### src/rtl/pong_pkg.sv
// Pong playfield shared definitions: geometry, motion and scoring constants,
// game state encoding, ball position payload and small arithmetic helpers.
package pong_pkg;

  localparam int unsigned COORD_W     = 10;  // on-screen coordinate width
  localparam int unsigned EXT_W       = 11;  // widened coordinate for no-wrap compares
  localparam int unsigned SCORE_W     = 4;
  localparam int unsigned CNT_W       = 6;   // serve countdown width

  localparam int unsigned Y_CEIL      = 48;
  localparam int unsigned Y_FLOOR     = 432;
  localparam int unsigned X_LWALL     = 64;
  localparam int unsigned X_RWALL     = 576;
  localparam int unsigned BALL_W      = 10;
  localparam int unsigned BALL_H      = 10;
  localparam int unsigned PAD_W       = 12;
  localparam int unsigned PAD_H       = 100;
  localparam int unsigned X_PADA      = 100;
  localparam int unsigned X_PADB      = 530;
  localparam int unsigned SPEED       = 2;
  localparam int unsigned SERVE_TICKS = 60;
  localparam int unsigned WIN_SCORE   = 9;

  localparam int unsigned X_CENTRE    = 315;
  localparam int unsigned Y_CENTRE    = 235;

  typedef enum logic [1:0] {
    IDLE  = 2'd0,
    SERVE = 2'd1,
    PLAY  = 2'd2,
    OVER  = 2'd3
  } state_e;

  typedef struct packed {
    logic [COORD_W-1:0] x;
    logic [COORD_W-1:0] y;
  } ball_pos_t;

  localparam ball_pos_t CENTRE_POS = '{x: COORD_W'(X_CENTRE), y: COORD_W'(Y_CENTRE)};

  // Zero-extend a screen coordinate so +/- SPEED and size offsets never wrap.
  function automatic logic [EXT_W-1:0] ext(input logic [COORD_W-1:0] v);
    return {1'b0, v};
  endfunction

  // Score increment that sticks at the winning score.
  function automatic logic [SCORE_W-1:0] sat_inc(input logic [SCORE_W-1:0] s);
    return (s >= SCORE_W'(WIN_SCORE)) ? s : s + SCORE_W'(1);
  endfunction

endpackage

### src/rtl/paddle_hit_detect.sv
// Combinational paddle collision test for one paddle.
// Ports:
//   ball_x, ball_y : current ball top-left corner
//   dx_pos         : 1 = ball moving right, 0 = moving left
//   pad_y          : paddle top y (sampled by the caller at the tick)
//   hit_c          : ball is approaching this paddle's face, crosses it within
//                    one step, and overlaps the paddle vertically
// LEFT_SIDE selects which face is tested: the right face of the left paddle,
// or the left face of the right paddle. PAD_X is the paddle's left edge.
module paddle_hit_detect
  import pong_pkg::*;
#(
  parameter bit          LEFT_SIDE = 1'b1,
  parameter int unsigned PAD_X     = X_PADA
) (
  input  logic [COORD_W-1:0] ball_x,
  input  logic [COORD_W-1:0] ball_y,
  input  logic               dx_pos,
  input  logic [COORD_W-1:0] pad_y,
  output logic               hit_c
);

  localparam logic [EXT_W-1:0] SPEED_E  = EXT_W'(SPEED);
  localparam logic [EXT_W-1:0] BALL_W_E = EXT_W'(BALL_W);
  localparam logic [EXT_W-1:0] BALL_H_E = EXT_W'(BALL_H);
  localparam logic [EXT_W-1:0] PAD_H_E  = EXT_W'(PAD_H);

  logic [EXT_W-1:0] lead;
  logic [EXT_W-1:0] face;
  logic             approach;
  logic             overlap;

  // Leading ball edge vs. paddle face, in the direction of travel.
  always_comb begin
    lead     = '0;
    face     = '0;
    approach = 1'b0;
    if (LEFT_SIDE) begin
      face     = EXT_W'(PAD_X + PAD_W);
      lead     = ext(ball_x);
      approach = !dx_pos && (lead >= face) && (lead <= face + SPEED_E);
    end else begin
      face     = EXT_W'(PAD_X);
      lead     = ext(ball_x) + BALL_W_E;
      approach = dx_pos && (lead <= face) && (lead + SPEED_E >= face);
    end
  end

  // Strict inequalities: touching edges do not count as overlap.
  always_comb begin
    overlap = (ext(ball_y) + BALL_H_E > ext(pad_y)) &&
              (ext(ball_y) < ext(pad_y) + PAD_H_E);
    hit_c   = approach && overlap;
  end

endmodule

### src/rtl/pong_game_controller.sv
// Pong game sequencer: ball position/direction, wall and paddle collisions,
// scoring and the IDLE/SERVE/PLAY/OVER flow. Game state advances only on
// game_tick pulses; start is the one input acted on without a tick.
// Ports:
//   vga_clk, rst_n          : pixel clock, async active-low reset
//   game_tick               : one-cycle frame pulse, advances the game one step
//   start                   : level, starts a game from IDLE or OVER
//   y_paddleA, y_paddleB    : paddle top y positions
//   x_ball, y_ball          : ball top-left corner (registered)
//   score_a, score_b        : player scores (registered)
//   game_over               : high while in OVER (registered)
//   state                   : IDLE=0 SERVE=1 PLAY=2 OVER=3 (registered)
module pong_game_controller
  import pong_pkg::*;
(
  input  logic               vga_clk,
  input  logic               rst_n,
  input  logic               game_tick,
  input  logic               start,
  input  logic [COORD_W-1:0] y_paddleA,
  input  logic [COORD_W-1:0] y_paddleB,
  output logic [COORD_W-1:0] x_ball,
  output logic [COORD_W-1:0] y_ball,
  output logic [SCORE_W-1:0] score_a,
  output logic [SCORE_W-1:0] score_b,
  output logic               game_over,
  output logic [1:0]         state
);

  localparam logic [EXT_W-1:0]   SPEED_E    = EXT_W'(SPEED);
  localparam logic [EXT_W-1:0]   BALL_W_E   = EXT_W'(BALL_W);
  localparam logic [EXT_W-1:0]   BALL_H_E   = EXT_W'(BALL_H);
  localparam logic [EXT_W-1:0]   Y_CEIL_E   = EXT_W'(Y_CEIL);
  localparam logic [EXT_W-1:0]   Y_FLOOR_E  = EXT_W'(Y_FLOOR);
  localparam logic [EXT_W-1:0]   X_LWALL_E  = EXT_W'(X_LWALL);
  localparam logic [EXT_W-1:0]   X_RWALL_E  = EXT_W'(X_RWALL);
  localparam logic [COORD_W-1:0] PAD_A_FACE = COORD_W'(X_PADA + PAD_W);
  localparam logic [COORD_W-1:0] PAD_B_STOP = COORD_W'(X_PADB - BALL_W);
  localparam logic [CNT_W-1:0]   SERVE_LAST = CNT_W'(SERVE_TICKS - 1);
  localparam logic [SCORE_W-1:0] WIN_S      = SCORE_W'(WIN_SCORE);

  state_e             state_q, state_d;
  ball_pos_t          pos_q, pos_d;
  logic               dx_pos_q, dx_pos_d;
  logic               dy_pos_q, dy_pos_d;
  logic [SCORE_W-1:0] score_a_q, score_a_d;
  logic [SCORE_W-1:0] score_b_q, score_b_d;
  logic [CNT_W-1:0]   serve_cnt_q, serve_cnt_d;
  logic               game_over_q, game_over_d;

  logic               hit_a_c;
  logic               hit_b_c;
  logic [EXT_W-1:0]   x_e;
  logic [EXT_W-1:0]   y_e;
  logic [EXT_W-1:0]   y_mv;
  logic               dy_mv;
  logic               miss_left;
  logic               miss_right;

  paddle_hit_detect #(
    .LEFT_SIDE (1'b1),
    .PAD_X     (X_PADA)
  ) u_hit_a (
    .ball_x (pos_q.x),
    .ball_y (pos_q.y),
    .dx_pos (dx_pos_q),
    .pad_y  (y_paddleA),
    .hit_c  (hit_a_c)
  );

  paddle_hit_detect #(
    .LEFT_SIDE (1'b0),
    .PAD_X     (X_PADB)
  ) u_hit_b (
    .ball_x (pos_q.x),
    .ball_y (pos_q.y),
    .dx_pos (dx_pos_q),
    .pad_y  (y_paddleB),
    .hit_c  (hit_b_c)
  );

  // Vertical step with floor/ceiling clamp and bounce.
  always_comb begin
    y_e   = ext(pos_q.y);
    y_mv  = y_e;
    dy_mv = dy_pos_q;
    if (dy_pos_q) begin
      if (y_e + BALL_H_E + SPEED_E >= Y_FLOOR_E) begin
        y_mv  = Y_FLOOR_E - BALL_H_E;
        dy_mv = 1'b0;
      end else begin
        y_mv  = y_e + SPEED_E;
      end
    end else begin
      if (y_e <= Y_CEIL_E + SPEED_E) begin
        y_mv  = Y_CEIL_E;
        dy_mv = 1'b1;
      end else begin
        y_mv  = y_e - SPEED_E;
      end
    end
  end

  // Goal-line crossing within this step; only used when no paddle hit.
  always_comb begin
    x_e        = ext(pos_q.x);
    miss_left  = !dx_pos_q && (x_e <= X_LWALL_E + SPEED_E);
    miss_right = dx_pos_q && (x_e + BALL_W_E + SPEED_E >= X_RWALL_E);
  end

  // Game FSM and playfield next-state.
  always_comb begin
    state_d     = state_q;
    pos_d       = pos_q;
    dx_pos_d    = dx_pos_q;
    dy_pos_d    = dy_pos_q;
    score_a_d   = score_a_q;
    score_b_d   = score_b_q;
    serve_cnt_d = serve_cnt_q;

    case (state_q)
      IDLE: begin
        pos_d = CENTRE_POS;
        if (start) begin
          state_d     = SERVE;
          serve_cnt_d = '0;
        end
      end

      SERVE: begin
        if (game_tick) begin
          if (serve_cnt_q == SERVE_LAST) begin
            state_d     = PLAY;
            serve_cnt_d = '0;
          end else begin
            serve_cnt_d = serve_cnt_q + CNT_W'(1);
          end
        end
      end

      PLAY: begin
        if (game_tick) begin
          if (hit_a_c) begin
            pos_d.x  = PAD_A_FACE;
            pos_d.y  = COORD_W'(y_mv);
            dx_pos_d = 1'b1;
            dy_pos_d = dy_mv;
          end else if (hit_b_c) begin
            pos_d.x  = PAD_B_STOP;
            pos_d.y  = COORD_W'(y_mv);
            dx_pos_d = 1'b0;
            dy_pos_d = dy_mv;
          end else if (miss_left) begin
            // A conceded: recentre and serve toward A; dy is left as it was.
            score_b_d   = sat_inc(score_b_q);
            pos_d       = CENTRE_POS;
            dx_pos_d    = 1'b0;
            serve_cnt_d = '0;
            state_d     = (score_b_d == WIN_S) ? OVER : SERVE;
          end else if (miss_right) begin
            score_a_d   = sat_inc(score_a_q);
            pos_d       = CENTRE_POS;
            dx_pos_d    = 1'b1;
            serve_cnt_d = '0;
            state_d     = (score_a_d == WIN_S) ? OVER : SERVE;
          end else begin
            pos_d.x  = dx_pos_q ? COORD_W'(x_e + SPEED_E) : COORD_W'(x_e - SPEED_E);
            pos_d.y  = COORD_W'(y_mv);
            dy_pos_d = dy_mv;
          end
        end
      end

      OVER: begin
        pos_d = CENTRE_POS;
        if (start) begin
          score_a_d   = '0;
          score_b_d   = '0;
          serve_cnt_d = '0;
          state_d     = SERVE;
        end
      end

      default: state_d = IDLE;
    endcase

    game_over_d = (state_d == OVER);
  end

  // State and playfield registers.
  always_ff @(posedge vga_clk or negedge rst_n) begin
    if (!rst_n) begin
      state_q     <= IDLE;
      pos_q       <= CENTRE_POS;
      dx_pos_q    <= 1'b1;
      dy_pos_q    <= 1'b1;
      score_a_q   <= '0;
      score_b_q   <= '0;
      serve_cnt_q <= '0;
      game_over_q <= 1'b0;
    end else begin
      state_q     <= state_d;
      pos_q       <= pos_d;
      dx_pos_q    <= dx_pos_d;
      dy_pos_q    <= dy_pos_d;
      score_a_q   <= score_a_d;
      score_b_q   <= score_b_d;
      serve_cnt_q <= serve_cnt_d;
      game_over_q <= game_over_d;
    end
  end

  assign x_ball    = pos_q.x;
  assign y_ball    = pos_q.y;
  assign score_a   = score_a_q;
  assign score_b   = score_b_q;
  assign game_over = game_over_q;
  assign state     = state_q;

endmodule

### config.mk
export PLATFORM = sky130hd
export DESIGN_NAME = pong_game_controller
export DESIGN_NICKNAME = d
export VERILOG_FILES = /design/src/rtl/pong_pkg.sv /design/src/rtl/paddle_hit_detect.sv /design/src/rtl/pong_game_controller.sv
export SDC_FILE = /design/constraint.sdc
export NUM_CORES = 1
export LEC_CHECK = 0
export ABC_CLOCK_PERIOD_IN_PS = 4800
export BUFFER_PORTS_ARGS = -buffer_cell sky130_fd_sc_hd__buf_4
export CORE_MARGIN = 2
export CORE_UTILIZATION = 30
export CTS_BUF_LIST = sky130_fd_sc_hd__clkbuf_16
export CTS_CLUSTER_SIZE = 28
export DETAILED_ROUTE_END_ITERATION = 10
export SYNTH_ARGS = -nofsm -noshare
export SYNTH_HDL_FRONTEND = slang
export SYNTH_SLANG_ARGS = --single-unit
### constraint.sdc
create_clock -name vga_clk -period 4.8 [get_ports vga_clk]
set_input_delay 0.24 -clock vga_clk [delete_from_list [all_inputs] [get_ports vga_clk]]
set_output_delay 0.24 -clock vga_clk [all_outputs]
set_load 0.05 [all_outputs]
After elaboration in Yosys (flattened, before gate mapping) --
Index checks and enable logic that the tools add are counted.
Storage, ports and cells: bits in registers 39, input port bits 24, output and inout port bits 31, word-level logic and storage cells 132
Operators by class: add/subtract/negate cells 13, order comparisons 14, equal/unequal tests 19, multiplexer cells 55, reduce and logical (&&, ||, !) cells 22
Operators by type and width (number):
- 20-bit two-way mux | 5
- 4-bit two-way mux | 12
- 6-bit two-way mux | 8
- 10-bit two-way mux | 4
- 20-bit one-hot mux with 2 select lines | 1
- 10-bit by 4-bit adder with 11-bit output, second input constant | 2
- 10-bit by 7-bit adder with 11-bit output, second input constant | 2
- 11-bit by 2-bit adder with 11-bit output, second input constant | 2
- 11-bit by 10-bit >= comparator with 1-bit output, second input constant | 2
- 11-bit by 10-bit > comparator with 1-bit output | 2
- 10-bit by 11-bit less-than comparator with 1-bit output | 2
- 10-bit by 2-bit adder with 10-bit output, second input constant | 2
- 10-bit by 7-bit <= comparator with 1-bit output, second input constant | 2
- 2-bit two-way mux | 10
- 10-bit by 2-bit subtractor with 10-bit output, second input constant | 2
- 6-bit one-hot mux with 3 select lines | 1
- 2-bit != test, second input constant | 8
- 4-bit one-hot mux with 2 select lines | 2
- 6-bit AND reduction | 2
- 11-bit by 9-bit >= comparator with 1-bit output, second input constant | 1
- 11-bit by 10-bit <= comparator with 1-bit output, second input constant | 1
- 1-bit two-way mux | 11
- 10-bit by 7-bit >= comparator with 1-bit output, second input constant | 1
- 10-bit by 6-bit <= comparator with 1-bit output, second input constant | 1
- other kinds (20) | 37

Depth between registers and ports, before layout --
depth after elaboration 11, gate-level depth with buffers 15, depth with buffers taken out 14

Hierarchy --
Synthesis repeated with hierarchy kept, for this count alone.
Second synthesis, totals: cell total of the unflattened synthesis 613, area, all modules 4834.6 um^2
Modules (own cells, without submodules):
- pong_game_controller | instances 1, cells each 356, area each 2936.6 um^2, sequential area each 993.5 um^2
- paddle_hit_detect at u_hit_b | instances 1, cells each 162, area each 1192.4 um^2, sequential area each 0.0 um^2
- paddle_hit_detect at u_hit_a | instances 1, cells each 95, area each 705.7 um^2, sequential area each 0.0 um^2

Worst setup path before layout --
OpenSTA, ideal clock, no wires.
kind register to register, start register pos_q, in the netlist y_ball[2], end register serve_cnt_q[3], data arrival time 4007 ps, required time 4731 ps, setup slack 724 ps, stages on the path, launching flop included 14, cell sequence dfrtp_1 ha_1 clkbuf_1 nor2_1 nor4b_1 xor2_1 ha_1 a31oi_1 o41ai_1 a2111oi_1 a21oi_4 buf_6 a311o_1 nand3_1
Between the ends: longest elaborated chain between the ends 6, elaborated cells between the ends (all ways) 12, those cells by class add/sub: 1; order compare: 4; eq/ne: 2; reduce/logical: 5
Ends and longest elaborated chain:
- from (decl) | RTL line pong_game_controller.sv:43 | ball_pos_t pos_q, pos_d;
- from (signal assigned) | RTL line pong_game_controller.sv:203 | pos_q <= pos_d;
- 10-bit by 4-bit adder with 11-bit output | RTL line paddle_hit_detect.sv:51 | overlap = (ext(ball_y) + BALL_H_E > ext(pad_y)) &&
- 11-bit by 10-bit > comparator with 1-bit output | RTL line paddle_hit_detect.sv:51
- 1-bit logical AND | RTL line paddle_hit_detect.sv:51
- 1-bit logical AND | RTL line paddle_hit_detect.sv:53 | hit_c = approach && overlap;
- 2-bit != test (no source line)
- 6-bit AND reduction (no source line) *
- to (signal assigned) | RTL line pong_game_controller.sv:208 | serve_cnt_q <= serve_cnt_d;
- to (decl) | RTL line pong_game_controller.sv:48 | logic [CNT_W-1:0] serve_cnt_q, serve_cnt_d;
Mark *: on every way between the ends. The rest lies on a longest branch, timed or not. A chain may end at the register's enable or synchronous reset.

Worst setup path in the final report --
start register pos_q, in the netlist y_ball[1], end register game_over_q (netlist: game_over)
Between the ends: longest elaborated chain between the ends 9, elaborated cells between the ends (all ways) 14, those cells by class add/sub: 1; order compare: 4; eq/ne: 1; mux: 4; reduce/logical: 4
Ends and longest elaborated chain:
- 10-bit by 4-bit adder with 11-bit output | RTL line paddle_hit_detect.sv:51
- 11-bit by 10-bit > comparator with 1-bit output | RTL line paddle_hit_detect.sv:51
- 1-bit logical AND | RTL line paddle_hit_detect.sv:51
- 1-bit logical AND | RTL line paddle_hit_detect.sv:53
- 2-bit two-way mux | RTL line pong_game_controller.sv:148 | end else if (hit_b_c) begin
- 2-bit two-way mux * | RTL line pong_game_controller.sv:143 | if (hit_a_c) begin
- 2-bit two-way mux * | RTL line pong_game_controller.sv:142 | if (game_tick) begin
- 2-bit one-hot mux with 3 select lines * | RTL line pong_game_controller.sv:121 | case (state_q)
- 2-bit == test * | RTL line pong_game_controller.sv:187 | game_over_d = (state_d == OVER);
- named net game_over_d | RTL line pong_game_controller.sv:49 | logic game_over_q, game_over_d;
- to (signal assigned) | RTL line pong_game_controller.sv:209 | game_over_q <= game_over_d;
- to (decl) | RTL line pong_game_controller.sv:49
Mark *: on every way through the listed nets, which the timed path passes. The rest lies on a longest branch.

==> results.md <==
- DRC: 0
- Startpoint Class: flip-flop
- Total power: 3090 uW
- Total of buffers placed on input and output ports: 54
- Leakage: 0.00265 uW
- Maximum fanout encountered on the critical timing path: 12
- CTS Sinks: 39
- Initial core utilization: 30.8%
- Kind of cell with the highest combined delay on the critical path: simple AND/OR/NAND/NOR gates
- Internal: 1490 uW
- Cell type of the slowest stage on the worst timing path: sky130_fd_sc_hd__dfstp_2
- Core Area: 16700 um2
- Maximum number of buffers from clock root to sink: 2
- Most area-hungry cell type in the Yosys netlist: sky130_fd_sc_hd__ha_1
- Slowest cell delay on critical path: 0.64 ns
- Ratio of final minimum period to clock period: 86.6%
- Status: complete, no violations
- Final ANT Viol Nets: 0
- Distinct cells, synth: 90
- Die extent in y: 135 um
- Count of filler cells inserted in the layout: 1748
- Worst Reg2Reg Path Length in Cells: 13
- Switch share: 51.9%
- Achievable frequency: 0.241 GHz
- First-pass iteration count of the detailed router: 5
- Clk pwr share: 12.3%
- Min-Delay Path Class: input pin to flip-flop
- Total inserted antenna cells: 0
- Pwr per Cell Area: 520 nW/um2
- Remaining global-route overflow: 0
- Inserted Clock Buffers: 5
- Clk_lat worst skew: 0.28 ns
- Actual transition at the worst max-transition pin: 0.933 ns
- RSZ-0062 raised after global routing: no
- Last weighted congestion value of the routability-driven placer: 0.859
- Area share of the leading cell type in the synthesized netlist: 16.3%
- Number of top-level design ports: 55
- Final Routed Wirelength: 13700 um
- Highest ir drop seen on vdd: 0.000286 V
- Worst clock skew: 0.00292 ns
- Most frequent cells after synthesis: sky130_fd_sc_hd__ha_1, sky130_fd_sc_hd__inv_1, sky130_fd_sc_hd__nand2_1
- Clock tree from TritonCTS: built
- Type of the worst setup path: flip-flop to flip-flop
- Warning count from the yosys run: 0
- Cell depth of the worst min-delay path: 4
- Vias in the first global route: 4583
- Total die area: 18200 um2
- Most used standard cell by instance count after synthesis: sky130_fd_sc_hd__ha_1
- CP endpoint kind: flip-flop
- Synthesis-stage register bit count: 39
- Data required time of the critical path: 4.98 ns
- Crit-path cells: ha_1 > nor2_1 > nor4b_1 > xor2_1 > ha_1 > nor2_1 > a31oi_1 > o41ai_1 > a2111oi_2 > a21oi_4 > buf_4 > and4_1 > nor4_2
- Synthesized area divided by synthesized cell count: 8.11 um2
- H-tree depth reported by CTS: 2
- Total Nets Final: 769
- CTS clk-pin slew, worst paths: 0.06 ns
- Crit path arrival time: 4.33 ns
- Slew margin rel.: 36.9%
- Total routing resource utilization after global routing: 15.1%
- Largest net degree at the start of global routing: 40
- NetSw: 1610 uW
- Average vias per placed instance: 5.41
- Fraction of power consumed by combinational cells: 67.0%
- GR met2 Demand/Resource: 24.6%
- Number of enable flip-flop cells after synthesis: 0
- Total vias in the final route: 4861
- Met1 demand-to-capacity share in global routing: 21.5%
- Number of pins with negative max-slew slack in the final report: 0
- Share of power burned in registers: 20.7%
- Row Count: 47
- Minimum hold slack: 0.326 ns
- Syn_nets: 726
- Combined buffer and inverter count along the critical path: 1
- Number of antenna violations at the first check in global routing: 0
- Dominant cells by area after synthesis: sky130_fd_sc_hd__ha_1, sky130_fd_sc_hd__dfrtp_1, sky130_fd_sc_hd__dfstp_2
- DRT iter0 DRCs: 248
- Final HPWL DP: 10400 um
- Accumulated negative setup slack: 0 ns
- Horiz. Die Dim: 135 um
- Cell count along the critical path: 13
- Cells after Synth: 634
- Hold Violations, Final: 0
- Clk Tree Root Cell: sky130_fd_sc_hd__clkbuf_16
- Peak-usage layer in the global routing report: met2
- Min Tclk post-route: 4.15 ns
- GR met3 Demand/Resource: 1.73%
- Share of post-route cells with drive strength above 1: 17.3%
- Share of async-settable or async-resettable flops after synthesis: 100%
- Reg-to-reg setup timing slack: 0.65 ns
- Count of final setup violators: 0
- Synthesized cell area: 5140 um2
- Area growth syn-to-layout: 15.6%
- Proportion of synthesized chip area in sequential cells: 19.3%
- Post-CTS Setup Repair Bufs: 0
- Post-DR wirelength/cell: 15.2 um
- Wire length of the first global-routing pass: 22800 um
- Commonest register cell after synthesis: sky130_fd_sc_hd__dfrtp_1
- Max-Cap Viols: 0
## repair_timing
action | 4_1_cts | 5_1_grt
hold buffers | 1 | 0
setup endpoints to repair | 0 | 1
resized for setup | 0 | 1
hold endpoints to repair | 25 | 0
## power groups by stage
| stage | clock network (uW) | registers [uW] | logic [uW] |
|---|---|---|---|
| detailed placement | 0 | 645 | 2060 |
| global placement | 0 | 646 | 2060 |
| global route | 408 | 664 | 2310 |
| floorplan | 0 | 814 | 1340 |
| finish | 380 | 641 | 2070 |
| CTS | 392 | 642 | 2070 |
## cell usage in the layout (no fill, tap or decap), types with 4 or more instances in the layout
cell type,n
sky130_fd_sc_hd__a21oi_1,34
sky130_fd_sc_hd__o22ai_1,8
sky130_fd_sc_hd__and2_1,8
sky130_fd_sc_hd__nor3_1,12
sky130_fd_sc_hd__nor2b_1,8
sky130_fd_sc_hd__dfstp_2,14
sky130_fd_sc_hd__o211ai_1,6
sky130_fd_sc_hd__mux2i_1,5
sky130_fd_sc_hd__nand4_1,13
sky130_fd_sc_hd__nor4_1,4
sky130_fd_sc_hd__nand3_1,21
sky130_fd_sc_hd__nand2b_1,10
sky130_fd_sc_hd__o31ai_1,5
sky130_fd_sc_hd__o21a_1,6
sky130_fd_sc_hd__a22oi_1,4
sky130_fd_sc_hd__o21ai_0,31
sky130_fd_sc_hd__or3_1,5
sky130_fd_sc_hd__xor2_1,11
sky130_fd_sc_hd__a211o_1,8
sky130_fd_sc_hd__nand2_1,49
sky130_fd_sc_hd__inv_1,50
sky130_fd_sc_hd__a211oi_1,15
sky130_fd_sc_hd__a21boi_0,4
sky130_fd_sc_hd__nor2_1,42
sky130_fd_sc_hd__ha_1,67
sky130_fd_sc_hd__buf_4,64
sky130_fd_sc_hd__a21o_1,8
sky130_fd_sc_hd__clkbuf_16,5
sky130_fd_sc_hd__and3_1,6
sky130_fd_sc_hd__dfrtp_1,25
sky130_fd_sc_hd__xnor2_1,29
sky130_fd_sc_hd__a31oi_1,7
sky130_fd_sc_hd__o21bai_1,4
## metrics by stage
stage / util, % / std cells / setup WS [ns] / instance area (um2)
2_1_floorplan: - / 634 / 0.724 / 5140
3_5_place_dp: 34.5 / 889 / 0.465 / 5760
6_report: 35.6 / 898 / 0.645 / 5950
5_1_grt: 35.6 / 898 / 0.268 / 5950
3_3_place_gp: 34.5 / 889 / 0.623 / 5760
4_1_cts: 35.6 / 898 / 0.416 / 5940
## state kept, by name (all words and copies together), names as in the netlist
name and count:
dy_pos_q 1, serve_cnt_q 6, x_ball 10, y_ball 10, game_over 1, score_b 4, dx_pos_q 1, state 2
score_a 4
## worst paths after layout
path,start,to
max in group asynchronous,rst_n,y_ball[3]
setup reg to reg,y_ball[1],game_over
hold / removal,game_tick,dy_pos_q
min in group asynchronous,rst_n,score_b[1]
setup / recovery,y_ball[1],game_over
hold reg to reg,serve_cnt_q[1],serve_cnt_q[1]
## final cells by class
| cell class | instances | area, um2 | share of cell area (%) |
|---|---|---|---|
| Clock buffer | 5 | 125 | 2.10 |
| Timing Repair Buffer | 65 | 490 | 8.25 |
| Sequential cell | 39 | 993 | 16.7 |
| Clock inverter | 3 | 43.8 | 0.736 |
| Inverter | 50 | 188 | 3.16 |
| Tap cell | 220 | 275 | 4.63 |
| Multi-Input combinational cell | 516 | 3830 | 64.4 |
## tightest hold or removal path: stages
cell and delay [ns]:
sky130_fd_sc_hd__buf_4 0.15, sky130_fd_sc_hd__nand3_1 0.07, sky130_fd_sc_hd__a211o_1 0.09, sky130_fd_sc_hd__o21ai_1 0.05
## cell families after synthesis
kind of cell	after synthesis	synth area share [%]
AND/OR/NAND/NOR	202	20.7
AO/OA/AOI/OAI	198	28.4
buffers and inverters	79	6.28
adder cells (fa/ha/maj)	68	16.7
XOR/XNOR	40	6.81
flip-flops	39	19.3
multiplexers	8	1.78
## per-layer routing
layer / part of all wire [%] / vias up / routed length, um
met5: 0 / - / 0
li1: - / 2448 / -
met4: 1.1 / 0 / 147
met3: 3.5 / 15 / 485
met1: 50 / 2290 / 6800
met2: 46 / 108 / 6250
Power figures use the tool's default switching activity.
